File: config.mk
export PLATFORM = sky130hd
export DESIGN_NAME = wb_retire_buf
export DESIGN_NICKNAME = d
export VERILOG_FILES = /design/src/rtl/wb_retire_buf.sv
export SDC_FILE = /design/constraint.sdc
export NUM_CORES = 1
export LEC_CHECK = 0
export BUFFER_PORTS_ARGS = -buffer_cell sky130_fd_sc_hd__buf_2
export CAP_MARGIN = 0
export CORE_AREA = 2 2 214 216
export DETAILED_ROUTE_END_ITERATION = 10
export DIE_AREA = 0 0 216 218
export SLEW_MARGIN = 40
export SYNTH_ARGS = -nofsm -noshare
export SYNTH_HDL_FRONTEND = slang
export SYNTH_SLANG_ARGS = --single-unit
export TNS_END_PERCENT = 5
File: constraint.sdc
create_clock -name i_clk -period 11.6 [get_ports i_clk]
set_input_delay 1.74 -clock i_clk [delete_from_list [all_inputs] [get_ports i_clk]]
set_output_delay 1.74 -clock i_clk [all_outputs]
set_load 0.02 [all_outputs]
File: src/rtl/wb_retire_buf.sv
// Writeback retire buffer: a DEPTH-entry FIFO between MEM and the register
// file / HI-LO unit. It retires at most one entry per cycle, drives the debug
// trace port, and forwards data from buffered entries to the MEM/EX readers.
//
// Ports
//   i_clk, i_rst                  clock (rising edge), async active-low reset
//   i_flush                       drop all buffered entries; the head may still retire
//   i_in_valid / o_in_ready       MEM-side handshake; o_in_ready is registered
//   i_in_pc .. i_in_lo            payload of the entry being written
//   i_rf_ready                    regfile / HI-LO accepts the head this cycle
//   o_rf_*, o_hilo_we, o_hi, o_lo head write strobes and data, zero unless retiring
//   i_fwd_raddr                   NRD packed forwarding query addresses
//   o_fwd_hit/_data/_stall        per-port forwarding result
//   o_count                       occupancy
//   o_debug_wb_*                  retire trace, zero unless retiring
module wb_retire_buf #(
  parameter int unsigned DATA_W  = 32,
  parameter int unsigned ADDR_W  = 5,
  parameter int unsigned DEPTH   = 2,
  parameter int unsigned NRD     = 2,
  parameter int unsigned HILO_EN = 1
) (
  input  logic                       i_clk,
  input  logic                       i_rst,
  input  logic                       i_flush,
  input  logic                       i_in_valid,
  output logic                       o_in_ready,
  input  logic [31:0]                i_in_pc,
  input  logic                       i_in_we,
  input  logic [ADDR_W-1:0]          i_in_waddr,
  input  logic [DATA_W-1:0]          i_in_wdata,
  input  logic [DATA_W/8-1:0]        i_in_wstrb,
  input  logic [1:0]                 i_in_hilo_we,
  input  logic [DATA_W-1:0]          i_in_hi,
  input  logic [DATA_W-1:0]          i_in_lo,
  input  logic                       i_rf_ready,
  output logic                       o_rf_we,
  output logic [ADDR_W-1:0]          o_rf_waddr,
  output logic [DATA_W-1:0]          o_rf_wdata,
  output logic [DATA_W/8-1:0]        o_rf_wstrb,
  output logic [1:0]                 o_hilo_we,
  output logic [DATA_W-1:0]          o_hi,
  output logic [DATA_W-1:0]          o_lo,
  input  logic [NRD*ADDR_W-1:0]      i_fwd_raddr,
  output logic [NRD-1:0]             o_fwd_hit,
  output logic [NRD*DATA_W-1:0]      o_fwd_data,
  output logic [NRD-1:0]             o_fwd_stall,
  output logic [$clog2(DEPTH):0]     o_count,
  output logic [31:0]                o_debug_wb_pc,
  output logic [DATA_W/8-1:0]        o_debug_wb_rf_wen,
  output logic [ADDR_W-1:0]          o_debug_wb_rf_wnum,
  output logic [DATA_W-1:0]          o_debug_wb_rf_wdata
);

  localparam int unsigned STRB_W = DATA_W / 8;
  localparam int unsigned PTR_W  = $clog2(DEPTH);
  localparam int unsigned CNT_W  = PTR_W + 1;

  // Entry storage; validity is tracked by the pointers, so no reset needed.
  logic [31:0]       r_pc      [DEPTH];
  logic              r_we      [DEPTH];
  logic [ADDR_W-1:0] r_waddr   [DEPTH];
  logic [DATA_W-1:0] r_wdata   [DEPTH];
  logic [STRB_W-1:0] r_wstrb   [DEPTH];
  logic [1:0]        r_hilo_we [DEPTH];
  logic [DATA_W-1:0] r_hi      [DEPTH];
  logic [DATA_W-1:0] r_lo      [DEPTH];

  logic [PTR_W-1:0]  r_rd;
  logic [PTR_W-1:0]  r_wr;
  logic [CNT_W-1:0]  r_count;
  logic              r_in_ready;

  logic              w_fire;
  logic              w_accept;
  logic [PTR_W-1:0]  w_rd_nxt;
  logic [PTR_W-1:0]  w_wr_nxt;
  logic [CNT_W-1:0]  w_count_nxt;

  assign w_fire   = (r_count != '0) & i_rf_ready;
  assign w_accept = i_in_valid & r_in_ready & ~i_flush;

  // Next pointers / occupancy; a flush empties the buffer by snapping rd to wr.
  always_comb begin
    w_wr_nxt    = r_wr + PTR_W'(w_accept);
    w_rd_nxt    = r_rd + PTR_W'(w_fire);
    w_count_nxt = r_count + CNT_W'(w_accept) - CNT_W'(w_fire);
    if (i_flush) begin
      w_rd_nxt    = r_wr;
      w_wr_nxt    = r_wr;
      w_count_nxt = '0;
    end
  end

  // Control state.
  always_ff @(posedge i_clk or negedge i_rst) begin
    if (!i_rst) begin
      r_rd       <= '0;
      r_wr       <= '0;
      r_count    <= '0;
      r_in_ready <= 1'b0;
    end else begin
      r_rd       <= w_rd_nxt;
      r_wr       <= w_wr_nxt;
      r_count    <= w_count_nxt;
      r_in_ready <= (w_count_nxt < CNT_W'(DEPTH));
    end
  end

  // Tail write.
  always_ff @(posedge i_clk) begin
    if (w_accept) begin
      r_pc[r_wr]      <= i_in_pc;
      r_we[r_wr]      <= i_in_we;
      r_waddr[r_wr]   <= i_in_waddr;
      r_wdata[r_wr]   <= i_in_wdata;
      r_wstrb[r_wr]   <= i_in_wstrb;
      r_hilo_we[r_wr] <= (HILO_EN != 0) ? i_in_hilo_we : 2'b00;
      r_hi[r_wr]      <= (HILO_EN != 0) ? i_in_hi : '0;
      r_lo[r_wr]      <= (HILO_EN != 0) ? i_in_lo : '0;
    end
  end

  // Head retire outputs, zeroed when nothing retires.
  assign o_in_ready = r_in_ready;
  assign o_count    = r_count;
  assign o_rf_we    = w_fire & r_we[r_rd] & (r_waddr[r_rd] != '0) & (|r_wstrb[r_rd]);
  assign o_rf_waddr = w_fire ? r_waddr[r_rd] : '0;
  assign o_rf_wdata = w_fire ? r_wdata[r_rd] : '0;
  assign o_rf_wstrb = w_fire ? r_wstrb[r_rd] : '0;
  assign o_hilo_we  = (w_fire && HILO_EN != 0) ? r_hilo_we[r_rd] : 2'b00;
  assign o_hi       = (w_fire && HILO_EN != 0) ? r_hi[r_rd] : '0;
  assign o_lo       = (w_fire && HILO_EN != 0) ? r_lo[r_rd] : '0;

  assign o_debug_wb_pc       = w_fire ? r_pc[r_rd] : '0;
  assign o_debug_wb_rf_wen   = o_rf_wstrb & {STRB_W{o_rf_we}};
  assign o_debug_wb_rf_wnum  = o_rf_waddr;
  assign o_debug_wb_rf_wdata = o_rf_wdata;

  // Forwarding: walk oldest to youngest so the youngest match overwrites.
  always_comb begin
    logic [ADDR_W-1:0] v_q;
    logic [PTR_W-1:0]  v_idx;
    v_q         = '0;
    v_idx       = '0;
    o_fwd_hit   = '0;
    o_fwd_stall = '0;
    o_fwd_data  = '0;
    for (int p = 0; p < NRD; p++) begin
      v_q = i_fwd_raddr[p*ADDR_W +: ADDR_W];
      for (int k = 0; k < DEPTH; k++) begin
        v_idx = r_rd + PTR_W'(k);
        if ((CNT_W'(k) < r_count) && r_we[v_idx] && (r_waddr[v_idx] == v_q) && (v_q != '0)) begin
          if (&r_wstrb[v_idx]) begin
            o_fwd_hit[p]                  = 1'b1;
            o_fwd_stall[p]                = 1'b0;
            o_fwd_data[p*DATA_W +: DATA_W] = r_wdata[v_idx];
          end else begin
            o_fwd_hit[p]                  = 1'b0;
            o_fwd_stall[p]                = 1'b1;
            o_fwd_data[p*DATA_W +: DATA_W] = '0;
          end
        end
      end
    end
  end

endmodule
==> key figures, run 1 <==
Timing
  • Final Hold Viols: 0
  • Worst slew pin tran: roughly 870 ps
  • TNS Setup: 0 ps
  • RSZ-0062 raised after global routing: no
  • Clock Skew: 17.4 ps
  • Worst hold slack: 637 ps
  • Pins Over Slew Limit: 0
  • Final min period: 6130 ps
  • Max Freq: 163 MHz
  • Post-route setup slack: 5470 ps
  • Slew headroom: 0.417
  • Fin crit share: 0.528
  • Final setup viols: 0

Synthesis
  • Syn Nets: 1,417
  • Most frequent cell after synthesis: edfxtp_1
  • Top cells by area, synth: edfxtp_1 54%, mux2i_1 9.3%, o2111ai_1 7.4%, a41oi_1 3.6%, o31a_1 3.6%
  • Synth warn: 0
  • Ys async rst share: 0.0175
  • Post-Syn Instances: 1,258
  • #FFs+latches synth: between 200 and 300
  • Post-synth top cells: 280 x edfxtp_1, 149 x nor2_1, 143 x mux2i_1, 130 x o2111ai_1, 96 x clkbuf_1
  • Distinct cell type count after synthesis: 37
  • Syn avg cell area: 12.3 sq um
  • EDFF count, synth: 280
  • Synth area leader: edfxtp_1
  • Syn Std Cell Area: 15,500 sq um
  • Synth top area share: 0.544
  • Post-synthesis sequential area ratio: 0.552
  • Main flop type after synthesis: edfxtp_1

Placed design
  • Gpl congestion: 0.826
  • Pre-CTS setup slack: roughly 5500 ps
  • IO Port Bufs: roughly 400
  • Post-DP Area: around 18,000 sq um
  • Dpl hpwl: about 30,000 um

Power
  • Power per cell area: 223 nW/um^2
  • Clock power share: 0.238
  • Lkg Pwr: 7.46 nW
  • Sequential power share: 0.318
  • Switching power total: 1.74 mW
  • Max VDD drop: 178 uV
  • Comb pwr share: 0.444
  • P_int: 2.47 mW
  • Switching share of power: 0.413

Routing
  • Wire per inst: 22.1 um
  • WL met2: 22,300 um
  • Top layer in use: met5
  • Wl on met1: just over 20,000 um
  • DRC errors left: 0
  • DR WL met3: 4430 um
  • Vias: roughly 12k
  • Drt pass-1 iters: 6
  • Post-route ant nets: 0
  • Initial DRC count: between 1k and 1.5k
  • Routed WL: 47,900 um
  • Detailed-route vias per instance: 5.70

Status
  • Status: complete, no violations

Clock tree
  • CTS buffer count: 34
  • CTS tree: done
  • CTS sink count: around 290
  • CTS Hold Bufs: 0
  • Worst-skew pair later-pin latency: about 540 ps
  • Clk pin slew, worst setup/hold paths: 50 ps
  • H-tree depth: 2
  • Clock Tree Buf Depth: 3
  • Clock root buffer: clkbuf_16
  • CTS-repair resized insts: 0
  • # Post-CTS Setup Buffers: 0

Cells and area
  • Layout cells sized above 1: 0.335
  • Final Util: 0.419
  • Layout area overhead: 21.7%
  • # nets final: 1,700
  • Final instance area: 18,800 sq um

Floorplan
  • Core area: about 45,000 sq um
  • Chip height: 218 um
  • Die area: 47,100 sq um
  • FP Rows: 78
  • Die Span X: 216 um
  • Initial cell density of the core: 0.344
  • Ports: 407

Critical path
  • WP data arrival: ~4400 ps
  • Flop-to-flop setup slack: 9170 ps
  • CP Max Fanout: 53
  • WS Path Type: in -> out
  • CP endpoint kind: primary output
  • Data required, critical path: 9860 ps
  • Startpoint class of the critical path: input port

Global route
  • Global-route wire length before repair: between 70,000 and 80,000 um
  • GRT Residual Overflow: 0
  • Largest net degree at the start of global routing: 116
  • Vias in the first global route: ~12k
  • Initial antenna violation count: 12
  • GRT Total Usage: 0.195

Job
  • Max-Cap Viols: 0

Min path
  • Min-Delay Path Class: reg -> reg
## layout make-up
cell class / count / area, sq um
Fill cell: 4259 / 26100
Antenna cell: 2 / 5.00
Multi-Input combinational cell: 782 / 6110
Inverter: 7 / 26.3
Clock buffer: 44 / 898
Clock inverter: 14 / 144
Tap cell: 600 / 751
Sequential cell: 285 / 8540
Timing Repair Buffer: 431 / 2350
## metal layers
| metal | GRT usage | vias to the layer above |
|---|---|---|
| met5 | 0 | - |
| met3 | 0.0636 | 80 |
| li1 | - | 5565 |
| met4 | 0.0571 | 16 |
| met2 | 0.314 | 625 |
| met1 | 0.249 | 6056 |
## critical path: stages
cell	delay (ps)
buf_2	130
or4_1	550
o211ai_1	330
or4_4	570
buf_12	320
o2111ai_1	140
a22oi_1	340
buf_2	230
## final timing paths
kind	start	end	depth (start not counted)
min in group asynchronous	i_rst	o_in_ready	1
max in group asynchronous	i_rst	r_rd	1
worst max-delay path	i_fwd_raddr[1]	o_fwd_data[14]	8
worst max register to register	o_count[1]	o_in_ready	9
worst min register to register	r_wr	r_rd	2
worst min-delay path	r_wr	r_rd	2
## state kept, by name, indices dropped and copies added, names as in the netlist, 4 cells and up
name,cells
r_lo,64
r_hilo_we,4
r_wstrb,8
r_pc,64
r_hi,64
r_wdata,64
r_waddr,10
## logic make-up after synthesis
logic type,share of synthesized area
AOI/OAI and AO/OA,0.191
xor gates and xnor gates,0.0130
adders and majority gates,0.00324
buffers and inverters,0.0622
DFF,0.552
muxes,0.0980
and+or+nand+nor,0.0802
## metrics by stage
stage	total power, mW	std cells
floorplan	2.65	1258
global placement	3.17	2098
detailed placement	3.21	2104
CTS	4.23	2162
global route	4.41	2165
finish	4.20	2165
## cells in the final DEF, fill, tap and decap left out, types with 4 or more instances in the layout
cell type / n
buf_2: 406
edfxtp_1: 280
nor2_1: 145
mux2i_1: 141
o2111ai_1: 130
a41oi_1: 64
and2_1: 64
o31a_1: 64
a22oi_1: 42
nand2_1: 36
clkbuf_16: 34
xnor2_1: 23
a22oi_2: 22
buf_4: 10
clkbuf_1: 9
inv_1: 7
buf_6: 7
o211ai_1: 6
nor2_4: 4
nor4_4: 4
clkinv_2: 4
dfrtp_1: 4
## power by group through the flow
stage | sequential, mW | clock, mW | combinational [mW]
6_report | 1.34 | 1.00 | 1.87
5_1_grt | 1.35 | 1.07 | 1.99
4_1_cts | 1.34 | 1.03 | 1.86
3_5_place_dp | 1.36 | 0 | 1.86
3_3_place_gp | 1.38 | 0 | 1.79
2_1_floorplan | 1.34 | 0 | 1.31
No activity file was read; power rests on OpenSTA's default activity.
==> run 2: changes to the inputs <==
ABC_AREA = 1   (was not set)
CORE_AREA = 2 2 206 208   (was 2 2 214 216)
DIE_AREA = 0 0 208 210   (was 0 0 216 218)
clock period = 4.9 ns   (was 11.6 ns; I/O delays follow)
==> key figures, run 2 <==
Status
  • Status: complete, no violations (unchanged)

Clock tree
  • CTS tree: done (unchanged)
  • CTS sink count: 285 (unchanged)
  • Clock Tree Buf Depth: 3 (unchanged)
  • Clock root buffer: clkbuf_16 (unchanged)
  • Clk pin slew, worst setup/hold paths: 60 ps (was 50 ps)
  • CTS-repair resized insts: 0 (unchanged)
  • Worst-skew pair later-pin latency: 570 ps (was 540 ps)
  • H-tree depth: 1 (was 2)
  • CTS buffer count: 31 (was 34)

Synthesis
  • Syn Nets: 1,727 (was 1,417)
  • Compound-Gate Fraction of Synth Area: 0.0262 (was 0.191)
  • #FFs+latches synth: 285 (unchanged)
  • Synth Area in Adders: 0.00347 (was 0.00324)
  • Mux contribution to synthesized area: 0 (was 0.0980)
  • Synth area leader: edfxtp_1 (unchanged)
  • Post-Syn Instances: 1,568 (was 1,258)
  • Post-synthesis sequential area ratio: 0.592 (was 0.552)
  • Main flop type after synthesis: edfxtp_1 (unchanged)
  • Post-synthesis simple-gate area fraction: 0.279 (was 0.0802)
  • Syn avg cell area: 9.19 sq um (was 12.3 sq um)
  • Most frequent cell after synthesis: nand2_1 (was edfxtp_1)
  • Synth top area share: 0.583 (was 0.544)
  • Synth warn: 0 (unchanged)
  • Distinct cell type count after synthesis: 31 (was 37)
  • Post-synth top cells: 610 x nand2_1, 280 x edfxtp_1, 167 x inv_1, 88 x nand3_1, 76 x nor2_1 (was 280 x edfxtp_1, 149 x nor2_1, 143 x mux2i_1, 130 x o2111ai_1, 96 x clkbuf_1)
  • Main combinational cell family by area after synthesis: simple AND/OR/NAND/NOR gates (was compound AO/OA/AOI/OAI gates)
  • Syn Std Cell Area: 14,400 sq um (was 15,500 sq um)
  • Ys async rst share: 0.0175 (unchanged)
  • Xor and xnor area share after synthesis: 0.000608 (was 0.0130)
  • EDFF count, synth: 280 (unchanged)
  • Top cells by area, synth: edfxtp_1 58%, nand2_1 16%, inv_1 4.4%, nand3_1 3.1%, nand4_1 2.9% (was edfxtp_1 54%, mux2i_1 9.3%, o2111ai_1 7.4%, a41oi_1 3.6%, o31a_1 3.6%)

Cells and area
  • # fillers: 4,073 (was 4,259)
  • Final instance area: 17,600 sq um (was 18,800 sq um)
  • Most frequent cells in the layout: 610 x nand2_1, 406 x buf_2, 280 x edfxtp_1, 167 x inv_1, 88 x nand3_1 (was 406 x buf_2, 280 x edfxtp_1, 145 x nor2_1, 141 x mux2i_1, 130 x o2111ai_1)
  • Final Util: 0.423 (was 0.419)
  • Layout area overhead: 21.9% (was 21.7%)
  • # nets final: 2,061 (was 1,700)
  • Finished Layout Cells: 2,469 (was 2,165)
  • Layout cells sized above 1: 0.283 (was 0.335)
  • Most common cell after layout, fill and taps aside: nand2_1 (was buf_2)

Power
  • Power per cell area: 473 nW/um^2 (was 223 nW/um^2)
  • Max VDD drop: 320 uV (was 178 uV)
  • Lkg Pwr: 8.81 nW (was 7.46 nW)

Critical path
  • WS Path Type: reg -> out (was in -> out)
  • Critical path origin: r_rd (was i_fwd_raddr[1])
  • CP endpoint kind: primary output (unchanged)
  • Worst Setup EP: o_fwd_data[9] (was o_fwd_data[14])
  • Worst-case reg-to-reg path depth: 4 (was 9)
  • WP data arrival: 3590 ps (was 4390 ps)
  • Startpoint class of the critical path: flip-flop (was input port)
  • Flop-to-flop setup slack: 2810 ps (was 9170 ps)
  • Data required, critical path: 4160 ps (was 9860 ps)
  • CP Max Fanout: 55 (was 53)
  • Reg2reg start: o_in_ready (was o_count[1])
  • Worst R2R End: r_wdata[1][16] (was o_in_ready)

Routing
  • Post-route ant nets: 0 (unchanged)
  • Drt pass-1 iters: 5 (was 6)
  • Initial DRC count: 891 (was 1,073)
  • Detailed-route vias per instance: 4.72 (was 5.70)
  • Vias: 11.6k (was 12.3k)
  • Wire per inst: 16.3 um (was 22.1 um)
  • DRC errors left: 0 (unchanged)
  • Routed WL: 40,200 um (was 47,900 um)

Floorplan
  • Initial cell density of the core: 0.347 (was 0.344)
  • FP Rows: 75 (was 78)
  • Ports: 407 (unchanged)
  • Die Span X: 208 um (was 216 um)
  • Die area: 43,700 sq um (was 47,100 sq um)
  • Core area: 41,500 sq um (was 44,900 sq um)
  • Chip height: 210 um (was 218 um)

Timing
  • Fin crit share: 0.882
  • Pins Over Slew Limit: 0 (unchanged)
  • Slew headroom: 0.436 (was 0.417)
  • Max Freq: approximately 230 MHz
  • Worst hold slack: 351 ps (was 637 ps)
  • Final min period: 4320 ps
  • Final setup viols: 0 (unchanged)
  • Worst slew pin tran: 845 ps (was 874 ps)
  • TNS Setup: 0 ps (unchanged)
  • RSZ-0062 raised after global routing: no (unchanged)
  • Clock Skew: 24.1 ps (was 17.4 ps)
  • Final Hold Viols: 0 (unchanged)

Global route
  • GRT Residual Overflow: 0 (unchanged)
  • GRT Total Usage: 0.179 (was 0.195)
  • Initial antenna violation count: 16 (was 12)
  • Vias in the first global route: 11.1k (was 12.0k)
  • Global-route wire length before repair: 61,900 um (was 71,700 um)
  • Largest net degree at the start of global routing: 105 (was 116)

Job
  • Max-Cap Viols: 0 (unchanged)

Min path
  • Min-Delay Path Class: in -> reg (was reg -> reg)
  • Hold Crit Start: i_in_lo[22] (was r_wr)

Placed design
  • Gpl congestion: 0.861 (was 0.826)
  • Post-DP Area: 16,600 sq um (was 17,700 sq um)
  • Dpl cells: 2,405 (was 2,104)
  • IO Port Bufs: 406 (unchanged)
  • Dpl hpwl: 28,900 um (was 30,200 um)
## run 2: where the power goes
part           leakage (nW)  internal (mW)  switching (mW)
registers              2.62           3.00          0.0932
clock network         0.449           1.20           0.919
logic                  5.74          0.800            2.30
## run 2: area by class of cell
type	instances	area, sq um	share of cell area
sequential	285	8540	0.486
clock buffer	36	795	0.0452
inverter	170	646	0.0368
timing repair buffer	426	2270	0.129
clock inverter	18	120	0.00684
multi-input combinational	988	4500	0.256
tap	539	674	0.0384
antenna	7	17.5	0.000998
## run 2: through the flow
step	power (mW)	setup WS, ps
after global routing	8.85	310
after floorplan	5.42	159
after CTS	8.40	585
after detailed placement	6.26	1220
after global placement	6.23	1280
final	8.31	576
## run 2: cell families after synthesis
logic type,after synthesis
adders and majority gates,4
buffers and inverters,295
DFF,285
and+or+nand+nor,910
xor gates and xnor gates,1
AOI/OAI and AO/OA,73
## run 2: worst min-delay path by stage
stage | to | slack [ps] | cells after the start
after floorplan | o_count[0] | 440 | 0
after global placement | o_in_ready | 560 | 1
after detailed placement | o_count[1] | 560 | 1
after CTS | r_lo[1][22] | 320 | 1
after global routing | r_hi[1][24] | 330 | 1
final | r_lo[1][22] | 350 | 1
## run 2: timing repair
action	in CTS	in global routing
buffers inserted	0	0
hold buffers	1	0
hold endpoints to repair	5	0
## run 2: critical path, cell delays in order, from the launching register on
cell and delay (ps):
dfrtp_4 510, buf_4 510, nand2_1 130, o21ai_2 150
nand4_4 660, nor2_1 610, nand3_1 130, nand2_1 110
buf_2 170
## run 2: routing by layer
metal | routed length (um) | vias to the layer above | part of all wire | global-route usage
li1 | - | 5746 | - | -
met1 | 16900 | 5343 | 0.42 | 0.228
met2 | 18600 | 463 | 0.46 | 0.293
met5 | 106 | - | 0.0026 | 0
met3 | 3470 | 81 | 0.086 | 0.0511
met4 | 1200 | 16 | 0.030 | 0.0624
